<file path="config.mk">
export PLATFORM = sky130hd
export DESIGN_NAME = stream_argmin
export DESIGN_NICKNAME = d
export VERILOG_FILES = /design/src/rtl/stream_argmin_pkg.sv /design/src/rtl/argmin_cell.sv /design/src/rtl/stream_argmin.sv
export SDC_FILE = /design/constraint.sdc
export NUM_CORES = 1
export LEC_CHECK = 0
export ABC_AREA = 0
export CAP_MARGIN = 20
export CORE_MARGIN = 1
export CORE_UTILIZATION = 45
export CTS_BUF_LIST = sky130_fd_sc_hd__clkbuf_16
export CTS_CLUSTER_DIAMETER = 150
export DETAILED_ROUTE_END_ITERATION = 8
export GPL_TIMING_DRIVEN = 0
export PLACE_DENSITY = 0.7
export SYNTH_ARGS = -nofsm -noshare
export SYNTH_HDL_FRONTEND = slang
export SYNTH_HIERARCHICAL = 1
export SYNTH_SLANG_ARGS = --single-unit
</file>
<file path="constraint.sdc">
create_clock -name clk -period 2.67 [get_ports clk]
set_clock_uncertainty 0.05 [all_clocks]
set_input_delay 0.267 -clock clk [delete_from_list [all_inputs] [get_ports clk]]
set_output_delay 0.267 -clock clk [all_outputs]
set_load 0.01 [all_outputs]
</file>
<file path="src/rtl/stream_argmin_pkg.sv">
// stream_argmin_pkg: shared FSM state type and index-width helper for stream_argmin.
package stream_argmin_pkg;

    typedef enum logic [1:0] {
        IDLE,
        ACC,
        HOLD
    } state_t;

    function automatic int idx_width(input int max_cand);
        return $clog2(max_cand + 1);
    endfunction

endpackage

</file>
<file path="src/rtl/argmin_cell.sv">
// argmin_cell: signed compare-and-select; b replaces a only when strictly smaller, so ties keep a.
module argmin_cell #(
    parameter int N     = 16,
    parameter int IDX_W = 5
) (
    input  logic signed [N-1:0]     a,
    input  logic        [IDX_W-1:0] a_idx,
    input  logic signed [N-1:0]     b,
    input  logic        [IDX_W-1:0] b_idx,
    output logic signed [N-1:0]     m,
    output logic        [IDX_W-1:0] m_idx
);

    logic take_b;

    assign take_b = b < a;
    assign m      = take_b ? b : a;
    assign m_idx  = take_b ? b_idx : a_idx;

endmodule

</file>
<file path="src/rtl/stream_argmin.sv">
// stream_argmin: streaming signed argmin over framed candidates, with truncation at MAX_CAND
// and a registered result held until downstream consumes it.
module stream_argmin
    import stream_argmin_pkg::*;
#(
    parameter  int N        = 16,
    parameter  int Q        = 8,
    parameter  int MAX_CAND = 16,
    localparam int IDX_W    = idx_width(MAX_CAND)
) (
    input  logic                    clk,
    input  logic                    rst,
    input  logic                    in_valid,
    output logic                    in_ready,
    input  logic signed [N-1:0]     in_dist,
    input  logic                    in_last,
    output logic                    out_valid,
    input  logic                    out_ready,
    output logic signed [N-1:0]     min_dist,
    output logic        [IDX_W-1:0] min_idx,
    output logic        [IDX_W-1:0] cand_cnt,
    output logic                    ovf
);

    if (MAX_CAND < 2 || MAX_CAND > 1024 || Q < 0 || Q >= N) begin : g_bad_param
        $error("stream_argmin: illegal parameter set");
    end

    state_t                  state, state_n;
    logic signed [N-1:0]     best, best_n, sel_dist;
    logic        [IDX_W-1:0] best_idx, idx_n, sel_idx, cnt, cnt_n;
    logic                    xfer, first, done;

    assign in_ready  = state != HOLD;
    assign out_valid = state == HOLD;
    assign xfer      = in_valid && in_ready;
    assign first     = state == IDLE;

    argmin_cell #(
        .N    (N),
        .IDX_W(IDX_W)
    ) u_cell (
        .a    (best),
        .a_idx(best_idx),
        .b    (in_dist),
        .b_idx(cnt + IDX_W'(1)),
        .m    (sel_dist),
        .m_idx(sel_idx)
    );

    // The first beat of a frame seeds the running minimum instead of competing against stale state.
    always_comb begin
        state_n = state;
        best_n  = first ? in_dist : sel_dist;
        idx_n   = first ? IDX_W'(1) : sel_idx;
        cnt_n   = first ? IDX_W'(1) : cnt + IDX_W'(1);
        done    = xfer && (in_last || cnt_n == IDX_W'(MAX_CAND));
        if (state == HOLD)
            state_n = out_ready ? IDLE : HOLD;
        else if (xfer)
            state_n = done ? HOLD : ACC;
    end

    always_ff @(posedge clk) begin
        if (rst) begin
            state    <= IDLE;
            best     <= '0;
            best_idx <= '0;
            cnt      <= '0;
            min_dist <= '0;
            min_idx  <= '0;
            cand_cnt <= '0;
            ovf      <= 1'b0;
        end else begin
            state <= state_n;
            if (xfer) begin
                best     <= best_n;
                best_idx <= idx_n;
                cnt      <= cnt_n;
            end
            if (done) begin
                min_dist <= best_n;
                min_idx  <= idx_n;
                cand_cnt <= cnt_n;
                ovf      <= !in_last;
            end
        end
    end

endmodule

</file>
## Yosys cells after proc, flatten, opt, wreduce, memory -nomap -nowiden

Cells that the tools add are included.
W data, S select, Z words.

| operators by class | value |
|---|---|
| add/sub/neg operators | 1 |
| multiply operators | 0 |
| div/mod/pow operators | 0 |
| order comparisons | 1 |
| eq/ne operators | 3 |
| shifts and indexed selects | 0 |
| mux-type cells | 9 |
| bitwise operators | 0 |
| reductions and logical operators | 6 |

Operators by type and width:

| operator | count |
|---|---|
| $mux W16 | 2 |
| $lt A16 B16 Y1 | 1 |
| $mux W5 | 3 |
| $mux W2 | 4 |
| $add A5 B1 Y5 const B | 1 |
| $eq A5 B5 Y1 const B | 1 |
| $eq A2 B2 Y1 const B | 1 |
| $logic_and A1 B1 Y1 | 2 |
| $logic_not A2 Y1 | 1 |
| $ne A2 B2 Y1 const B | 1 |
| $reduce_bool A2 Y1 | 1 |
| $logic_not A1 Y1 | 1 |
| $logic_or A1 B1 Y1 | 1 |

| word-level totals | value |
|---|---|
| register bits after elaboration | 55 |
| latch bits | 0 |
| memory bits (writable) | 0 |
| memory bits (read-only) | 0 |
| input port bits | 21 |
| output and inout port bits | 29 |
| memories | 0 |

## Longest topological paths before layout

Gate-level depths: netlist (run 1).

| depth | value |
|---|---|
| word-level depth | 8 |
| depth in mapped cells | 11 |

## By module

Netlist (run 1), hierarchy kept.

Modules (own cells, without submodules):

| module | instances | cells each | area an instance (um^2) | seq. area each (um^2) |
|---|---|---|---|---|
| stream_argmin | 1 | 243 | 2374.8 | 1101.1 |
| argmin_cell | 1 | 176 | 1237.4 | 0.0 |

## Worst setup path before layout (run 1)

OpenSTA, ideal clock, no wires.

| path | value |
|---|---|
| path kind | register to register |
| from | register best[6] |
| to | register best[10] |
| data arrival time | 2.430 ns |
| required time | 2.534 ns |
| setup slack | 0.104 ns |
| stages on the path, launching flop included | 12 |
| path buffers | 2 |
| period minus slack after synthesis | 2.566 ns |
| path through | dfxtp_1 inv_1 ha_1 and3_1 o311a_1 o21a_1 buf_6 buf_6 a2111o_1 o311ai_1 mux2i_1 a211oi_1 |

| between the ends | value |
|---|---|
| cells in the longest elaborated chain, start to end | 3 |

RTL lines:

| item | line | RTL |
|---|---|---|
| from (decl) | stream_argmin.sv:30 | `logic signed [N-1:0] best, best_n, sel_dist;` |
| from (signal assigned) | stream_argmin.sv:77 | `best <= best_n;` |
| $lt A16 B16 Y1 | argmin_cell.sv:16 | `assign take_b = b < a;` |
| $mux W16 | argmin_cell.sv:17 | `assign m = take_b ? b : a;` |
| named net sel_dist[10] | stream_argmin.sv:30 |  |
| $mux W16 | stream_argmin.sv:54 | `best_n = first ? in_dist : sel_dist;` |

The timed path passes the listed nets, and every way through them passes these cells.
A chain may end at the register's enable or synchronous reset.

## Worst setup path after layout (run 1)

| path | value |
|---|---|
| from | register best[6] |
| to | register best[3] |

The elaborated chain is that of the path after synthesis.

==> results of run 1 <==
per-stage QoR:
step / instances / hold slack [ps] / TNS (ps)
floorplan: 419 / 395 / 0
finish: 613 / 385 / -1390
global placement: 568 / 418 / -22200
global route: 613 / 436 / -4030
CTS: 587 / 391 / 0
detailed placement: 568 / 419 / -23820
worst min-delay path by stage:
stage,cells past startpoint,end,start
6_report,2,best[15],rst
5_1_grt,2,best[15],rst
4_1_cts,3,state[0],in_valid
3_3_place_gp,2,best_idx[4],best_idx[4]
2_1_floorplan,2,best_idx[4],best_idx[4]
3_5_place_dp,2,min_idx[3],min_idx[3]
repair_timing:
item / in CTS / in global routing
setup endpoints to repair: 42 / 41
gates cloned: 3 / 5
buffers inserted: 9 / 23
pin swaps: 15 / 56
resized for setup: 55 / 79
final cells by class:
class | instances | area, µm²
plain buffers | 43 | 313
clock buffers | 5 | 125
clock inverters | 3 | 16.3
fillers | 603 | 2520
inverters | 19 | 71.3
multi-input cells | 302 | 2630
flip-flops and latches | 55 | 1120
well taps | 102 | 128
repair buffers | 84 | 806
logic make-up after synthesis:
logic type / Yosys count / share of synthesized area (%)
buffers and inverters: 62 / 8.90
AOI/OAI and AO/OA: 154 / 33.7
and+or+nand+nor: 111 / 15.0
muxes: 18 / 5.16
adders and majority gates: 16 / 5.54
xor gates and xnor gates: 3 / 1.25
DFF: 55 / 30.5
worst max-delay path, cell delays in order (launching register included):
cell                        delay (ps)
sky130_fd_sc_hd__dfxtp_2           360
sky130_fd_sc_hd__inv_2              60
sky130_fd_sc_hd__ha_4              220
sky130_fd_sc_hd__and3_4            180
sky130_fd_sc_hd__o311a_1           350
sky130_fd_sc_hd__o21a_2            250
sky130_fd_sc_hd__buf_8             160
sky130_fd_sc_hd__clkbuf_16         150
sky130_fd_sc_hd__o211ai_1          200
sky130_fd_sc_hd__o311ai_2          160
sky130_fd_sc_hd__mux2i_1           260
sky130_fd_sc_hd__buf_4             200
sky130_fd_sc_hd__a211oi_2           50
cell usage in the layout (no fill, tap or decap), types with 7 or more instances in the layout:
cell type	n
sky130_fd_sc_hd__o311ai_2	9
sky130_fd_sc_hd__clkbuf_1	17
sky130_fd_sc_hd__inv_1	7
sky130_fd_sc_hd__nor2_1	27
sky130_fd_sc_hd__a32oi_1	12
sky130_fd_sc_hd__a211oi_1	11
sky130_fd_sc_hd__buf_2	7
sky130_fd_sc_hd__o211ai_1	14
sky130_fd_sc_hd__ha_4	11
sky130_fd_sc_hd__nand2_1	46
sky130_fd_sc_hd__mux2i_1	8
sky130_fd_sc_hd__nand4_1	7
sky130_fd_sc_hd__a211oi_2	24
sky130_fd_sc_hd__a2111o_1	13
sky130_fd_sc_hd__o21ai_0	9
sky130_fd_sc_hd__dfxtp_1	41
sky130_fd_sc_hd__a311o_1	7
sky130_fd_sc_hd__clkdlybuf4s50_1	32
sky130_fd_sc_hd__a21oi_1	33
sky130_fd_sc_hd__buf_6	8
sky130_fd_sc_hd__dlygate4sd2_1	13
sky130_fd_sc_hd__buf_8	7
sky130_fd_sc_hd__inv_2	13
sky130_fd_sc_hd__dfxtp_2	14
sky130_fd_sc_hd__buf_4	33
sky130_fd_sc_hd__clkbuf_16	9
synth_stat cells, types with 3 or more instances:
cell / number
sky130_fd_sc_hd__a2111o_1: 13
sky130_fd_sc_hd__a211oi_1: 25
sky130_fd_sc_hd__a211oi_2: 10
sky130_fd_sc_hd__a21oi_1: 34
sky130_fd_sc_hd__a311o_1: 7
sky130_fd_sc_hd__a32oi_1: 12
sky130_fd_sc_hd__and4_1: 7
sky130_fd_sc_hd__buf_2: 8
sky130_fd_sc_hd__buf_4: 4
sky130_fd_sc_hd__buf_6: 7
sky130_fd_sc_hd__clkbuf_1: 21
sky130_fd_sc_hd__dfxtp_1: 55
sky130_fd_sc_hd__ha_1: 16
sky130_fd_sc_hd__inv_1: 18
sky130_fd_sc_hd__mux2i_1: 16
sky130_fd_sc_hd__nand2_1: 46
sky130_fd_sc_hd__nand2b_1: 3
sky130_fd_sc_hd__nand3_1: 5
sky130_fd_sc_hd__nand4_1: 7
sky130_fd_sc_hd__nor2_1: 27
sky130_fd_sc_hd__nor3_1: 4
sky130_fd_sc_hd__o211ai_1: 14
sky130_fd_sc_hd__o21a_1: 3
sky130_fd_sc_hd__o21ai_0: 10
sky130_fd_sc_hd__o311ai_1: 13
registers in the layout, summed over array words and instances (netlist names):
register / count
best: 16
best_idx: 5
cand_cnt: 5
cnt: 5
min_dist: 16
min_idx: 5
ovf: 1
state: 2
per-layer routing:
metal,share of wire [%],vias up,global-route usage (%)
li1,-,1786,-
met1,45,1917,39.3
met2,44,238,39.5
met3,8.7,28,4.77
met4,1.8,0,6.88
met5,0,-,0
power breakdown:
| group | switching [mW] | total [mW] | internal, mW | leakage, nW |
|---|---|---|---|---|
| sequential | 0.0428 | 0.917 | 0.874 | 0.456 |
| clock | 0.289 | 0.632 | 0.343 | 0.0710 |
| combinational | 0.536 | 0.973 | 0.436 | 1.38 |
| total | 0.868 | 2.52 | 1.65 | 1.91 |
==> metrics, run 1 <==
number of slew-limit violations in the final report=0; final worst path period need=2800 ps; placeable core area=7730 µm²; cts bufs inserted=5; Clk pin slew, worst setup/hold paths=~60 ps; share of synthesized registers carrying an async set or reset=0%; Worst Path Max Fanout=7; leakage=1.91 nW; end of the worst register-to-register path=best[3]; first-pass GRT wire length=17900 µm; weighted congestion at the end of routability-driven global placement=between 0.8 and 0.9; nature of the critical path endpoint=flip-flop; clock latency at the later pin of the worst-skew pair=290 ps; run status=finished with violations; portion of synthesized cell area occupied by the leading cell type=30.5%; relative max-transition margin=56.2%; Layout Area Growth over Synthesis=44.2%; transition time of the tightest slew-check pin=between 600 and 700 ps; I/O pin count=50; VDD IR-drop max=around 0.00035 V; Die Area=~8400 µm²; Pwr per Cell Area=484 nW/µm²; pin count of the biggest net entering global routing=17; cell at the root of the clock tree=sky130_fd_sc_hd__clkbuf_16; warnings from Yosys=6; area of all placed cells without fillers=5210 µm²; cell count after synthesis=roughly 420; initial antenna violation count=0; buffer levels on the longest clock path=2; classification of the worst-slack hold path=input port to flip-flop; Netlist cell types=50; leading area contributor after synthesis=sky130_fd_sc_hd__dfxtp_1; crit start category=flip-flop; per-cell via count in the routed design=around 6.5; fraction of final layout cells with drive strength greater than 1=33.1%; count of endpoints failing hold in the final timing report=0; number of synthesized register bits=55; Worst R2R Setup Slack=-130 ps; required time at the endpoint of the critical path=about 2800 ps; violated checks=negative setup slack; net count after synthesis=between 400 and 500; Setup crit start=best[6]; count of flip-flops with a built-in enable after synthesis=0; number of optimization iterations in the first detailed-route pass=5; number of H-tree levels=2; total track usage=26.6%; RR Startpoint=best[6]; Post-Synthesis Cell Area=around 3600 µm²; PortBufs=47; wire length per cell after detailed routing=19.8 µm; number of maximum-capacitance constraint violations=0; total inserted antenna cells=0; fmax=0.357 GHz; total number of vias=3969; post-placement worst setup slack=-777 ps; Post-Route WL=12100 µm; Final period util=105%; average size of a mapped cell=8.62 µm²; Crit path arrival time=2890 ps; final design utilization=67.4%; dominant synthesized flop cell=sky130_fd_sc_hd__dfxtp_1; number of sinks driven by the clock tree=55; RSZ-0062 raised after global routing=yes; Detailed Route Iter0 Violations=407; sequential area share after synthesis=30.5%; R2R cell count=12; Site Rows=32; sum of overflow across all layers after global routing=0; via count of the first global-routing pass=3480; CTS tree=done; least setup slack across all paths after layout=-128 ps; DP Area=4210 µm²; largest cells by area after synthesis=sky130_fd_sc_hd__dfxtp_1 30%, sky130_fd_sc_hd__ha_1 5.5%, sky130_fd_sc_hd__a211oi_1 5.2%; height of the die=between 90 and 100 µm; remaining design rule violation count=0; Initial Util=46.7%; final setup violation count=30; post-layout power=approximately 2.5 mW; die boundary width=91.6 µm; type of the worst setup path=flip-flop to flip-flop; count of nets left with antenna violations after detail routing=0; total of hold buffers inserted after clock tree synthesis=0; post-DP HPWL=around 7500 µm; number of nets at the end of the flow=547; Worst setup endpoint=best[3]
Note: power is estimated with default switching activity, not from simulation.
==> inputs of run 2 (changes only) <==
==> constraint.sdc (replaced) <==
create_clock -name clk -period 2.67 [get_ports clk]
set_clock_uncertainty 0.05 [all_clocks]
set_input_delay 0.6675 -clock clk [delete_from_list [all_inputs] [get_ports clk]]
set_output_delay 0.6675 -clock clk [all_outputs]
set_load 0.01 [all_outputs]
==> metrics, run 2 (synthesis results as in run 1) <==
post-layout power=2.44 mW (was 2.52 mW); crit start category=input port (was flip-flop); fraction of final layout cells with drive strength greater than 1=31.0% (was 33.1%); nature of the critical path endpoint=flip-flop (unchanged); total of hold buffers inserted after clock tree synthesis=0 (unchanged); count of endpoints failing hold in the final timing report=0 (unchanged); die boundary width=91.6 µm (unchanged); clock latency at the later pin of the worst-skew pair=300 ps (was 290 ps); I/O pin count=50 (unchanged); number of optimization iterations in the first detailed-route pass=5 (unchanged); total number of vias=3756 (was 3969); number of nets at the end of the flow=530 (was 547); number of slew-limit violations in the final report=0 (unchanged); largest stage delay on the critical path=380 ps (was 360 ps); transition time of the tightest slew-check pin=661 ps (was 657 ps); commonest non-fill, non-tap cell in the layout=sky130_fd_sc_hd__nand2_1 (unchanged); post-DP HPWL=7640 µm (was 7540 µm); Site Rows=32 (unchanged); CTS tree=done (unchanged); largest registers=best x16, min_dist x16 (unchanged); Worst setup endpoint=best[0] (was best[3]); non-filler cells, final=596 (was 613); sum of overflow across all layers after global routing=0 (unchanged); final setup violation count=25 (was 30); total inserted antenna cells=0 (unchanged); Worst R2R Setup Slack=-30 ps (was -130 ps); type of the worst setup path=input port to flip-flop (was flip-flop to flip-flop); Clk pin slew, worst setup/hold paths=70 ps (was 60 ps); remaining design rule violation count=0 (unchanged); Layout Area Growth over Synthesis=39.2% (was 44.2%); Cell Chain, Critical Path=buf_8 -> ha_4 -> and4_4 -> nand4_1 -> o31ai_4 -> buf_6 -> buf_6 -> nor4_2 -> a311o_1 -> mux2i_4 -> a211oi_2 (was inv_2 -> ha_4 -> and3_4 -> o311a_1 -> o21a_2 -> buf_8 -> clkbuf_16 -> o211ai_1 -> o311ai_2 -> mux2i_1 -> buf_4 -> a211oi_2); dpl cells=568 (unchanged); first-pass GRT wire length=18000 µm (was 17900 µm); Setup crit start=in_dist[12] (was best[6]); PortBufs=47 (unchanged); violated checks=negative setup slack (unchanged); cts bufs inserted=5 (unchanged); number of maximum-capacitance constraint violations=0 (unchanged); Initial Util=46.7% (unchanged); required time at the endpoint of the critical path=2780 ps (was 2770 ps); Crit path arrival time=2860 ps (was 2890 ps); final worst path period need=2750 ps (was 2800 ps); RSZ-0062 raised after global routing=yes (unchanged); multi-input combinational cell area=2590 µm² (was 2630 µm²); total track usage=27.0% (was 26.6%); height of the die=91.6 µm (unchanged); per-cell via count in the routed design=6.30 (was 6.47); routed length on met1=5130 µm (was 5460 µm); DP Area=4270 µm² (was 4210 µm²); RR Startpoint=best[14] (was best[6]); buffer levels on the longest clock path=2 (unchanged); commonest cells after routing, fill and taps aside=46 x sky130_fd_sc_hd__nand2_1, 45 x sky130_fd_sc_hd__dfxtp_1, 34 x sky130_fd_sc_hd__a21oi_1 (was 46 x sky130_fd_sc_hd__nand2_1, 41 x sky130_fd_sc_hd__dfxtp_1, 33 x sky130_fd_sc_hd__buf_4, 33 x sky130_fd_sc_hd__a21oi_1, 32 x sky130_fd_sc_hd__clkdlybuf4s50_1); leakage=1.78 nW (was 1.91 nW); length of routed met3 wiring=953 µm (was 1050 µm); uppermost layer routed=met4 (unchanged); sequential standard cell area=1120 µm² (about the same); Post-Route WL=11300 µm (was 12100 µm); weighted congestion at the end of routability-driven global placement=0.927 (was 0.873); Detailed Route Iter0 Violations=267 (was 407); Final period util=103% (was 105%); cell repeated most along the worst path=sky130_fd_sc_hd__buf_6; fill cell instance count of the final layout=614 (was 603); number of sinks driven by the clock tree=55 (unchanged); pin count of the biggest net entering global routing=17 (unchanged); relative max-transition margin=55.9% (was 56.2%); Pwr per Cell Area=486 nW/µm² (was 484 nW/µm²); placeable core area=7730 µm² (unchanged); wire length per cell after detailed routing=18.9 µm (was 19.8 µm); Die Area=8390 µm² (unchanged); cell type of the slowest stage on the worst timing path=sky130_fd_sc_hd__o31ai_4 (was sky130_fd_sc_hd__dfxtp_2); final design utilization=65.1% (was 67.4%); initial antenna violation count=0 (unchanged); fmax=0.364 GHz (was 0.357 GHz); run status=finished with violations (unchanged); VDD IR-drop max=0.000354 V (was 0.000353 V); via count of the first global-routing pass=3429 (was 3480); end of the worst register-to-register path=best[0] (was best[3]); R2R cell count=11 (was 12); cell at the root of the clock tree=sky130_fd_sc_hd__clkbuf_16 (unchanged); met2 wire len=5050 µm (was 5390 µm); count of nets left with antenna violations after detail routing=0 (unchanged); number of H-tree levels=2 (unchanged); least setup slack across all paths after layout=-76.0 ps (was -128 ps); area of all placed cells without fillers=5030 µm² (was 5210 µm²); Worst Path Max Fanout=7 (unchanged); classification of the worst-slack hold path=flip-flop to flip-flop (was input port to flip-flop)
-- run 2: per-layer routing --
| metal | GRT usage (%) | vias up |
|---|---|---|
| met3 | 4.10 | 12 |
| met1 | 40.0 | 1795 |
| met5 | 0 | - |
| met4 | 5.95 | 0 |
| met2 | 41.0 | 198 |
| li1 | - | 1751 |
-- run 2: worst min path at each step --
stage / endpoint / cells after the start / slack [ps] / from
floorplan: best_idx[4] / 2 / 400 / best_idx[4]
global placement: min_idx[3] / 2 / 420 / min_idx[3]
detailed placement: best_idx[4] / 2 / 420 / best_idx[4]
CTS: best_idx[4] / 2 / 430 / best_idx[4]
global route: best_idx[4] / 2 / 460 / best_idx[4]
finish: min_idx[1] / 2 / 430 / min_idx[1]
-- run 2: final cells by class --
cell class                      instances  area share [%]
Buffer                                 43            6.10
Clock buffer                            5            2.49
Clock inverter                          3           0.299
Inverter                               19            1.42
Multi-Input combinational cell        302            51.6
Sequential cell                        55            22.2
Tap cell                              102            2.54
Timing Repair Buffer                   67            13.3
-- run 2: critical path: cells and delay by family --
kind / cells / cell delay [ps]
adders and majority gates: 1 / 250
muxes: 1 / 240
and+or+nand+nor: 3 / 450
buffers and inverters: 3 / 410
AOI/OAI and AO/OA: 3 / 820
-- run 2: where the power goes --
part	total (mW)	internal, mW	switching [mW]	leakage, nW
logic	0.898	0.403	0.495	1.26
registers	0.914	0.873	0.0409	0.455
clock network	0.633	0.342	0.291	0.0649
total	2.44	1.62	0.827	1.78
-- run 2: repair_timing --
action	CTS	global route
pin swaps	30	31
buffers inserted	19	3
resized for setup	127	58
cloned	2	2
setup endpoints to repair	42	39
-- run 2: per-stage QoR --
step                      hold slack, ps  setup TNS (ps)  setup slack [ps]
after CTS                            434            -487             -74.5
after global placement               417          -35270              -976
after detailed placement             424          -37590             -1050
after floorplan                      395           -11.0             -11.0
final                                433            -782             -76.0
after global routing                 456           -2490              -126
